==> src/rtl/fft_result_readout_seq.sv <==
// Readout sequencer for the FFT result mux: steps mux_sel through one frame in linear or
// bit-reversed order, captures each selected word and streams it out over valid/ready.
module fft_result_readout_seq #(
    parameter int DATA_LENGTH = 8,
    parameter int NUM_WORDS   = 64,
    parameter int SEL_WIDTH   = 7,
    parameter int BITREV      = 0
) (
    input  logic                   clk,
    input  logic                   rst,
    input  logic                   start,
    input  logic                   abort,
    output logic [SEL_WIDTH-1:0]   mux_sel,
    input  logic [DATA_LENGTH-1:0] mux_data,
    output logic [DATA_LENGTH-1:0] out_data,
    output logic [5:0]             out_index,
    output logic                   out_valid,
    input  logic                   out_ready,
    output logic                   out_last,
    output logic                   busy,
    output logic                   done
);

    localparam int IDX_W = $clog2(NUM_WORDS);
    localparam logic [IDX_W-1:0] IDX_MAX = IDX_W'(NUM_WORDS - 1);

    typedef enum logic [1:0] {
        S_IDLE,
        S_LOAD,
        S_OUT,
        S_DONE
    } state_t;

    state_t                 state_q, state_d;
    logic [IDX_W-1:0]       idx_q, idx_d;
    logic [SEL_WIDTH-1:0]   sel_q, sel_d;
    logic [DATA_LENGTH-1:0] data_q, data_d;
    logic [5:0]             index_q, index_d;
    logic                   valid_q, valid_d;
    logic                   last_q, last_d;

    // Mux select for a linear word index: identity, or bit-reversed within IDX_W bits.
    function automatic logic [SEL_WIDTH-1:0] sel_of(input logic [IDX_W-1:0] i);
        logic [IDX_W-1:0] r;
        r = i;
        if (BITREV != 0) begin
            for (int b = 0; b < IDX_W; b++) r[b] = i[IDX_W-1-b];
        end
        return SEL_WIDTH'(r);
    endfunction

    always_comb begin
        // NOTE: every signal assigned here gets a hold default first, so no path can infer a latch.
        state_d = state_q;
        idx_d   = idx_q;
        sel_d   = sel_q;
        data_d  = data_q;
        index_d = index_q;
        valid_d = valid_q;
        last_d  = last_q;

        unique case (state_q)
            S_IDLE: begin
                if (start) begin
                    idx_d   = '0;
                    sel_d   = sel_of('0);
                    state_d = S_LOAD;
                end
            end
            S_LOAD: begin
                if (abort) begin
                    state_d = S_IDLE;
                end else begin
                    data_d  = mux_data;
                    index_d = 6'(idx_q);
                    valid_d = 1'b1;
                    last_d  = (idx_q == IDX_MAX);
                    state_d = S_OUT;
                end
            end
            S_OUT: begin
                // Abort wins over a handshake arriving in the same cycle.
                if (abort) begin
                    valid_d = 1'b0;
                    last_d  = 1'b0;
                    state_d = S_IDLE;
                end else if (valid_q && out_ready) begin
                    valid_d = 1'b0;
                    last_d  = 1'b0;
                    if (idx_q == IDX_MAX) begin
                        state_d = S_DONE;
                    end else begin
                        idx_d   = idx_q + 1'b1;
                        sel_d   = sel_of(idx_q + 1'b1);
                        state_d = S_LOAD;
                    end
                end
            end
            S_DONE: begin
                state_d = S_IDLE;
            end
            default: begin
                state_d = S_IDLE;
            end
        endcase
    end

    // NOTE: state registers use non-blocking assignments and clear asynchronously on rst.
    always_ff @(posedge clk or posedge rst) begin
        if (rst) begin
            state_q <= S_IDLE;
            idx_q   <= '0;
            sel_q   <= '0;
            data_q  <= '0;
            index_q <= '0;
            valid_q <= 1'b0;
            last_q  <= 1'b0;
        end else begin
            state_q <= state_d;
            idx_q   <= idx_d;
            sel_q   <= sel_d;
            data_q  <= data_d;
            index_q <= index_d;
            valid_q <= valid_d;
            last_q  <= last_d;
        end
    end

    assign mux_sel   = sel_q;
    assign out_data  = data_q;
    assign out_index = index_q;
    assign out_valid = valid_q;
    assign out_last  = last_q;
    assign busy      = (state_q == S_LOAD) || (state_q == S_OUT);
    assign done      = (state_q == S_DONE);

endmodule

==> config.mk <==
export PLATFORM = sky130hd
export DESIGN_NAME = fft_result_readout_seq
export DESIGN_NICKNAME = d
export VERILOG_FILES = /design/src/rtl/fft_result_readout_seq.sv
export SDC_FILE = /design/constraint.sdc
export NUM_CORES = 1
export LEC_CHECK = 0
export CAP_MARGIN = 20
export CORE_ASPECT_RATIO = 1.2
export CORE_MARGIN = 2
export CORE_UTILIZATION = 48
export DETAILED_ROUTE_END_ITERATION = 16
export PLACE_DENSITY = 0.94
export SKIP_CTS_REPAIR_TIMING = 1
export SLEW_MARGIN = 10
export SYNTH_ARGS = -nofsm -noshare
export SYNTH_HDL_FRONTEND = slang
export SYNTH_SLANG_ARGS = --single-unit
==> constraint.sdc <==
create_clock -name clk -period 2.9 [get_ports clk]
set_input_delay 0.58 -clock clk [delete_from_list [all_inputs] [get_ports clk]]
set_output_delay 0.58 -clock clk [all_outputs]
set_load 0.05 [all_outputs]
==> summary.txt <==
Route
  • Wire per inst: 12.8 um
  • Total number of vias: 999
  • Via-per-instance ratio: 5.10
  • Final antenna-violating net count: 0
  • Drt pass-1 iters: 4
  • Drt total wl: 2520 um
  • Initial DRC Count: 21
  • # DRC: 0

Die
  • Core area: 2310 um2
  • Starting Density: 50.7%
  • Die height: 58.1 um
  • IO Pins: 38
  • Die ar.: 2850 um2
  • Horiz. Die Dim: 49.0 um
  • FP Rows: 19

Placement
  • RD Place Congestion: 0.911
  • HPWL Detailed: 1930 um
  • Buffers on Ports: 36
  • Placed insts: 192

GRT
  • Grt ovf: 0
  • Vias in the first global route: 963
  • Initial antenna violation count: 0
  • Total Routing Usage GR: 19.5%
  • Pin count of the biggest net entering global routing: 25
  • First-pass GRT wire length: 4350 um

Yosys
  • Register area share after synthesis: 51.4%
  • Synth top area share: 51.4%
  • Largest family of logic cells by synthesized area: simple AND/OR/NAND/NOR gates
  • Syn avg cell area: 9.06 um2
  • Post-synthesis compound-gate area fraction: 13.2%
  • Post-Synth Adder-Cell Area: 6.42%
  • Synth area leader: dfrtp_1
  • Synthesized cell area: 1170 um2
  • Seq cells post-synth: 24
  • Post-Synth Simple-Gate Area: 22.3%
  • Most used DFF post-synth: dfrtp_1
  • Distinct cell type count after synthesis: 28
  • Mux cell area share after synthesis: 1.71%
  • Count leader, synth: nand2_1
  • Syn. warnings: 0
  • Commonest cells in the netlist: 46 x nand2_1, 24 x dfrtp_1, 7 x inv_1, 7 x o21ai_0, 6 x ha_1
  • Number of synthesized flops with an enable pin: 0
  • Syn Inst Count: 129
  • Post-synthesis xor/xnor area fraction: 0%
  • Top cells by area, synth: dfrtp_1 51%, nand2_1 15%, ha_1 6.4%
  • FFs w/ async S/R, synth: 100%
  • Post-synthesis net count: 148

STA
  • Minimum clock period: 2510 ps
  • Slew Viols, Final: 0
  • Slew @ Worst Pin: 879 ps
  • Final setup fails: 0
  • RSZ-0062 raised after global routing: false
  • Final Cycle Share: 86.4%
  • Fmax: 399 MHz
  • Setup TNS: 0 ps
  • Slew HR: 41.4%
  • Final hold violations: 0
  • Fin Hold WS: 496 ps
  • Final setup skew: 7.91 ps

Run
  • Max-cap violations: 0

Setup path
  • Type of element capturing the critical path: output pin
  • CP arrival: 1930 ps
  • Critical Path Source Type: flop
  • Crit-path max FO: 4
  • Worst EP required: 2320 ps
  • Critical path class: flop to output pin

Min path
  • Class of the worst hold path: flop to flop

Final layout
  • Finished Layout Cells: 196
  • Share of cells above drive strength 1: 4.24%
  • Area Overhead vs Synth: 35.4%
  • Antenna Cells: 0
  • Nets: 185
  • Footprint of the multi-input gates: 513 um2
  • Filler instances: 193
  • FF/Latch Area: 601 um2

Clocking
  • Clock latency on the worst-skew pair: 310 ps
  • Clock Pin Slew Worst Setup and Hold Paths: 130 ps
  • Clock tree buffer depth: 2
  • H-tree Lvls: 1
  • TritonCTS clock tree: yes
  • Clk sinks: 24
  • Root Driver: clkbuf_4
  • CTS buffer count: 3

Power
  • Cell Pwr Density: 1010 nW/um2
  • Overall Power: 1600 uW
  • VDD IR-drop max: 0.677 mV
  • Leak: 0.000730 uW

Run status
  • Status: finished, final reports clean
==> path summary, 6_finish.rpt <==
path                              startpoint      endpoint  slack, ps  cells past startpoint
worst min register to register  out_index[0]  out_index[0]        500                      2
max in group asynchronous                rst    mux_sel[2]       1620                      2
worst min-delay path            out_index[0]  out_index[0]        500                      2
worst max-delay path              state_q[1]          busy        390                      3
min in group asynchronous                rst   out_data[1]        730                      2
worst max register to register    state_q[0]    mux_sel[3]       1020                      6
==> layout make-up <==
cell class	count	share of cell area, %
multi-input cells	93	32.4
well taps	31	2.45
flip-flops and latches	24	37.9
repair buffers	37	23.2
inverters	7	1.66
clock buffers	4	2.29
==> worst max-delay path: stages, from the launching register on <==
cell and delay [ps]:
dfrtp_1 440, inv_1 100, ha_1 280, clkdlybuf4s50_1 790
==> per-stage QoR <==
| step | utilization, % | area, um2 | setup slack (ps) |
|---|---|---|---|
| after floorplan | - | 1170 | 1180 |
| after global placement | 67.1 | 1550 | 757 |
| after detailed placement | 67.1 | 1550 | 709 |
| after global routing | 68.6 | 1580 | 309 |
| final | 68.6 | 1580 | 394 |
| after CTS | 68.6 | 1580 | 383 |
==> flip-flops by register name, indices dropped and copies added (netlist names) <==
register / count
mux_sel: 6
out_data: 8
out_index: 6
out_last: 1
out_valid: 1
state_q: 2
==> where the power goes <==
group / internal (uW) / switching [uW] / leakage (uW)
logic: 303 / 624 / 0.000395
registers: 432 / 72.2 / 0.000314
clock network: 76.7 / 94.5 / 0.0000210
total: 812 / 791 / 0.000730
==> logic make-up after synthesis <==
| group | count (synthesis) |
|---|---|
| other | 1 |
| buffers and inverters | 12 |
| multiplexers | 2 |
| flip-flops | 24 |
| AO/OA/AOI/OAI | 23 |
| adder cells (fa/ha/maj) | 6 |
| AND/OR/NAND/NOR | 61 |
==> routing by layer <==
metal	track usage, %	up-vias	share of wire (%)
li1	-	493	-
met1	23.1	456	44
met2	34.6	45	48
met3	5.15	5	6.6
met4	6.53	0	1.5
met5	0	-	0
==> placed cells by master, fill, tap and decap left out, types with 3 or more instances in the layout <==
cell / count
a31oi_1: 3
o21ai_0: 7
nand2_1: 46
a21oi_1: 4
dfrtp_1: 24
ha_1: 6
clkdlybuf4s50_1: 36
nor2b_1: 3
inv_1: 7
nand2b_1: 4
clkbuf_4: 3
(Power assumes the default switching activity.)
